## src/rtl/imm_field_encoder.sv

```systemverilog
// imm_field_encoder: packs a 64-bit immediate into the 26-bit instruction
// immediate field for the I/D/B/CB formats. It flags values the selected
// format cannot represent and keeps a saturating count of flagged results.
// Two-stage valid/ready pipeline: S1 holds the raw value, S2 holds the result.
`timescale 1ns/1ps
module imm_field_encoder #(
    parameter int ERRW = 8
) (
    input  logic            CLK,
    input  logic            Reset,
    input  logic            InValid,
    output logic            InReady,
    input  logic [63:0]     BusImm,
    input  logic [1:0]      Ctrl,
    output logic            OutValid,
    input  logic            OutReady,
    output logic [25:0]     Imm26,
    output logic [1:0]      CtrlOut,
    output logic            Err,
    output logic [ERRW-1:0] ErrCount,
    input  logic            ClrErr
);

    // Handshake rule: a transfer happens on a rising edge where valid && ready.
    // The producer holds data stable while valid && !ready. InReady depends
    // combinationally on OutReady, so a full pipeline streams without bubbles.

    localparam logic [1:0] FMT_I  = 2'b00;
    localparam logic [1:0] FMT_D  = 2'b01;
    localparam logic [1:0] FMT_B  = 2'b10;
    localparam logic [1:0] FMT_CB = 2'b11;

    logic            s1_valid_q, s1_valid_d;
    logic [63:0]     s1_imm_q, s1_imm_d;
    logic [1:0]      s1_ctrl_q, s1_ctrl_d;
    logic            s2_valid_q, s2_valid_d;
    logic [25:0]     s2_imm26_q, s2_imm26_d;
    logic [1:0]      s2_ctrl_q, s2_ctrl_d;
    logic            s2_err_q, s2_err_d;
    logic [ERRW-1:0] err_cnt_q, err_cnt_d;

    logic            s2_load;
    logic            s1_load;
    logic            out_err_hs;
    logic [25:0]     enc_imm26;
    logic            enc_err;

    assign s2_load    = !s2_valid_q || OutReady;
    assign s1_load    = !s1_valid_q || s2_load;
    assign out_err_hs = s2_valid_q && OutReady && s2_err_q;

    assign InReady  = s1_load;
    assign OutValid = s2_valid_q;
    assign Imm26    = s2_imm26_q;
    assign CtrlOut  = s2_ctrl_q;
    assign Err      = s2_err_q;
    assign ErrCount = err_cnt_q;

    // Encode the S1 value: place the field bits, then check that the upper
    // bits are a pure sign/zero extension and that branch offsets are word aligned.
    always_comb begin
        enc_imm26 = '0;
        enc_err   = 1'b0;
        case (s1_ctrl_q)
            FMT_I: begin
                enc_err          = |s1_imm_q[63:12];
                enc_imm26[21:10] = s1_imm_q[11:0];
            end
            FMT_D: begin
                enc_err          = !((&s1_imm_q[63:8]) || !(|s1_imm_q[63:8]));
                enc_imm26[20:12] = s1_imm_q[8:0];
            end
            FMT_B: begin
                enc_err          = (|s1_imm_q[1:0]) ||
                                   !((&s1_imm_q[63:27]) || !(|s1_imm_q[63:27]));
                enc_imm26[25:0]  = s1_imm_q[27:2];
            end
            FMT_CB: begin
                enc_err          = (|s1_imm_q[1:0]) ||
                                   !((&s1_imm_q[63:20]) || !(|s1_imm_q[63:20]));
                enc_imm26[23:5]  = s1_imm_q[20:2];
            end
        endcase
        if (enc_err) begin
            enc_imm26 = '0;
        end
    end

    // Next-state for both stages and the error counter; stages hold when stalled.
    always_comb begin
        s1_valid_d = s1_valid_q;
        s1_imm_d   = s1_imm_q;
        s1_ctrl_d  = s1_ctrl_q;
        s2_valid_d = s2_valid_q;
        s2_imm26_d = s2_imm26_q;
        s2_ctrl_d  = s2_ctrl_q;
        s2_err_d   = s2_err_q;
        err_cnt_d  = err_cnt_q;

        if (s1_load) begin
            s1_valid_d = InValid;
            if (InValid) begin
                s1_imm_d  = BusImm;
                s1_ctrl_d = Ctrl;
            end
        end

        if (s2_load) begin
            s2_valid_d = s1_valid_q;
            if (s1_valid_q) begin
                s2_imm26_d = enc_imm26;
                s2_ctrl_d  = s1_ctrl_q;
                s2_err_d   = enc_err;
            end
        end

        // Clear takes priority over a coincident erroneous handoff.
        if (ClrErr) begin
            err_cnt_d = '0;
        end else if (out_err_hs && (err_cnt_q != '1)) begin
            err_cnt_d = err_cnt_q + ERRW'(1);
        end
    end

    // State registers; reset drops anything in flight.
    always_ff @(posedge CLK or posedge Reset) begin
        if (Reset) begin
            s1_valid_q <= 1'b0;
            s1_imm_q   <= '0;
            s1_ctrl_q  <= '0;
            s2_valid_q <= 1'b0;
            s2_imm26_q <= '0;
            s2_ctrl_q  <= '0;
            s2_err_q   <= 1'b0;
            err_cnt_q  <= '0;
        end else begin
            s1_valid_q <= s1_valid_d;
            s1_imm_q   <= s1_imm_d;
            s1_ctrl_q  <= s1_ctrl_d;
            s2_valid_q <= s2_valid_d;
            s2_imm26_q <= s2_imm26_d;
            s2_ctrl_q  <= s2_ctrl_d;
            s2_err_q   <= s2_err_d;
            err_cnt_q  <= err_cnt_d;
        end
    end

endmodule

```

## config.mk

```make
export PLATFORM = sky130hd
export DESIGN_NAME = imm_field_encoder
export DESIGN_NICKNAME = d
export VERILOG_FILES = /design/src/rtl/imm_field_encoder.sv
export SDC_FILE = /design/constraint.sdc
export NUM_CORES = 1
export LEC_CHECK = 0
export CORE_ASPECT_RATIO = 1.2
export CORE_MARGIN = 1.5
export CORE_UTILIZATION = 51
export CTS_CLUSTER_DIAMETER = 200
export CTS_CLUSTER_SIZE = 30
export DETAILED_ROUTE_END_ITERATION = 7
export DONT_BUFFER_PORTS = 1
export PLACE_DENSITY = 0.69
export SYNTH_ARGS = -nofsm -noshare
export SYNTH_HDL_FRONTEND = slang
export SYNTH_SLANG_ARGS = --single-unit
```

## constraint.sdc

```tcl
create_clock -name CLK -period 3.5 [get_ports CLK]
set_clock_uncertainty 0.2 [all_clocks]
set_input_delay 0.875 -clock CLK [delete_from_list [all_inputs] [get_ports CLK]]
set_output_delay 0.875 -clock CLK [all_outputs]
set_load 0.1 [all_outputs]
```

==> metrics.txt <==
Synth Area in Compound Gates 0.0737; share of post-route cells with drive strength above 1 0.316; htree depth 3; Area contributors post-synth dfrtp_1, mux2_2, mux4_1; Storage cell area around 2600 sq um; Core Box Area around 9200 sq um; area delta synth->final 7.35%; grt ovf 0; hold_buf cts 0; vias in the first global route between 3000 and 4000; Clk pwr share 0.300; Tot Pwr ~0.0028 W; # rows 38; Sink Count around 110; CTS tree done; Max Fclk between 300 and 400 MHz; PwrDens between 500 and 600 nW/um^2; Setup violations, final 0; sequential power share 0.555; final max-slew violation count 0; port bufs 0; largest net degree at the start of global routing 67; die width 92.4 um; Least-Margin Pin Slew roughly 1000 ps; Synth Area in Simple Gates 0.121; multi-input logic area between 2000 and 2500 sq um; combinational family with the most area after synthesis multiplexers; DRT Pass-1 Iters 4; Post-DP HPWL around 7700 um; synthesized instance count roughly 370; Non-Filler Instances 500; I/O Pins 110; Mean Syn Cell Area about 13 sq um; first-pass GRT wire length approximately 17000 um; crit-path max FO 4; postcts setup bufs 0; Final #Nets about 450; starting density of the core 0.533; Vias/cell ~6.2; Relative slew margins 0.313; Synth Area in XOR/XNOR 0.00896; sw power just under 0.0008 W; gr usage total 0.217; total CTS buffers 9; die span in y around 110 um; Comb power frac 0.145; Post-DRT Antenna Nets 0; Ys Warns 0; FILL cells just under 800; FF+latch count, synth 105; mux contribution to synthesized area 0.225; 1st-iter DRT viols approximately 200; Post-Place Cells 484; Worst R2R Path Depth 5; ys flop type dfrtp_1; Seq/Total Area, Yosys 0.538; Clk Latency, worst-skew pair ~370 ps; max_cap viols 0; R2R Setup Slk between 1000 and 1500 ps; Die ar. ~10000 sq um; TNS Setup 0 ps; Root Driver clkbuf_8; Pleak 2.13 nW; share of the synthesized area in the top cell type 0.538; capture point of the worst reg-to-reg path ErrCount[7]; Setup CP Type reg2out; area leader, netlist dfrtp_1; initial antenna violation count 0; Sw Ratio 0.288; netlist area before placement a little under 5000 sq um; RSZ-0062 raised after global routing no; crit path DAT about 1500 ps; fin crit period 2570 ps; Critical Path RT 2420 ps; Internal a little under 0.002 W; drt total wl approximately 10000 um; CTS clk-pin slew, worst paths 100 ps; Startpoint Class register; GPL Wtd Cong ~0.85; DRC 0; Max VDD drop around 360 uV; cell with the most instances after synthesis dfrtp_1; Fin. Hold Viols 0; via count between 3000 and 4000; RR Startpoint ErrCount[6]; Hold Path Class in2async; Ant. Diodes 0; Post-Syn Nets 440; Crit. End Element primary output; async set-or-reset flop fraction in the synthesized netlist 1.00; status complete, no violations; synth unique cells 47; CTS Buffer Depth 2; Tcrit/Tclk final 0.734; Synth Area in Adders 0.00256; Post-synth top cells dfrtp_1, mux2_2, nand2_1; PostCTS Resize Cnt 0; number of flops mapped to enable cells by yosys 0; WL/cell 20.7 um
[placed cells by master, fill, tap and decap left out, types with 3 or more instances in the layout]
cell type  Yosys  final
dfrtp_1      105    104
mux2_2        68     68
nand2_1       27     26
o21ai_1       20     20
nand4_1       15     15
buf_4          0     15
mux2i_1       11     11
nand3_1       10     10
nor2_1        10     10
nor4_1        10     10
clkbuf_8       3     10
a32oi_1        9      9
a22o_1         7      7
o21ai_0        5      5
mux4_1         5      5
xor2_1         4      4
mux4_2         4      4
or3_1          3      3
a21oi_1        3      3
nand2b_1       3      3
a22oi_1        3      3
[power groups by stage]
stage	registers (W)	logic, W	clock network, W
2_1_floorplan	0.00151	0.000347	0
3_3_place_gp	0.00155	0.000391	0
3_5_place_dp	0.00156	0.000401	0
4_1_cts	0.00153	0.000403	0.000854
5_1_grt	0.00155	0.000436	0.000905
6_report	0.00153	0.000401	0.000829
[state kept, by name, indices dropped and copies added (netlist names)]
name and flops:
OutValid 1, s1_imm_q 64, Imm26 26, s1_ctrl_q 2
CtrlOut 2, s1_valid_q 1, ErrCount 8, Err 1
[worst max path at each step]
stage	start	to	slack (ps)	depth (start not counted)
after floorplan	OutReady	s1_ctrl_q[0]	190	5
after global placement	OutReady	Imm26[2]	1030	5
after detailed placement	OutReady	Imm26[3]	990	5
after CTS	OutValid	InReady	910	2
after global routing	OutValid	InReady	870	2
final	OutValid	InReady	930	2
[area by class of cell]
cell class	count	area share
clock inverters	4	0.0145
clock buffers	12	0.0277
well taps	120	0.0286
multi-input cells	242	0.401
inverters	1	0.00143
repair buffers	16	0.0253
flip-flops and latches	105	0.501
[logic make-up (layout without fill, tap and decap cells)]
logic type | count (synthesis) | count (layout)
AOI/OAI and AO/OA | 52 | 52
adders and majority gates | 1 | 1
and+or+nand+nor | 96 | 96
DFF | 105 | 105
buffers and inverters | 21 | 33
xor gates and xnor gates | 5 | 5
muxes | 88 | 88
[per-layer routing]
layer	track usage	up-vias	part of all wire
met5	0	-	0
met3	0.0741	5	0.074
li1	-	1397	-
met2	0.368	97	0.51
met4	0.0615	0	0.0073
met1	0.265	1583	0.40
[per-stage QoR]
| step | instance area [sq um] | util | hold slack (ps) | setup slack (ps) |
|---|---|---|---|---|
| after floorplan | 4890 | - | 279 | 190 |
| after global placement | 5020 | 0.548 | 315 | 1030 |
| after detailed placement | 5020 | 0.548 | 317 | 994 |
| after CTS | 5250 | 0.572 | 119 | 910 |
| after global routing | 5250 | 0.572 | 117 | 867 |
| final | 5250 | 0.572 | 125 | 933 |
[worst max-delay path, stage by stage, from the launching register on]
cell	delay, ps
dfrtp_2	630
nand3b_1	190
buf_4	320
(Power assumes the default switching activity.)
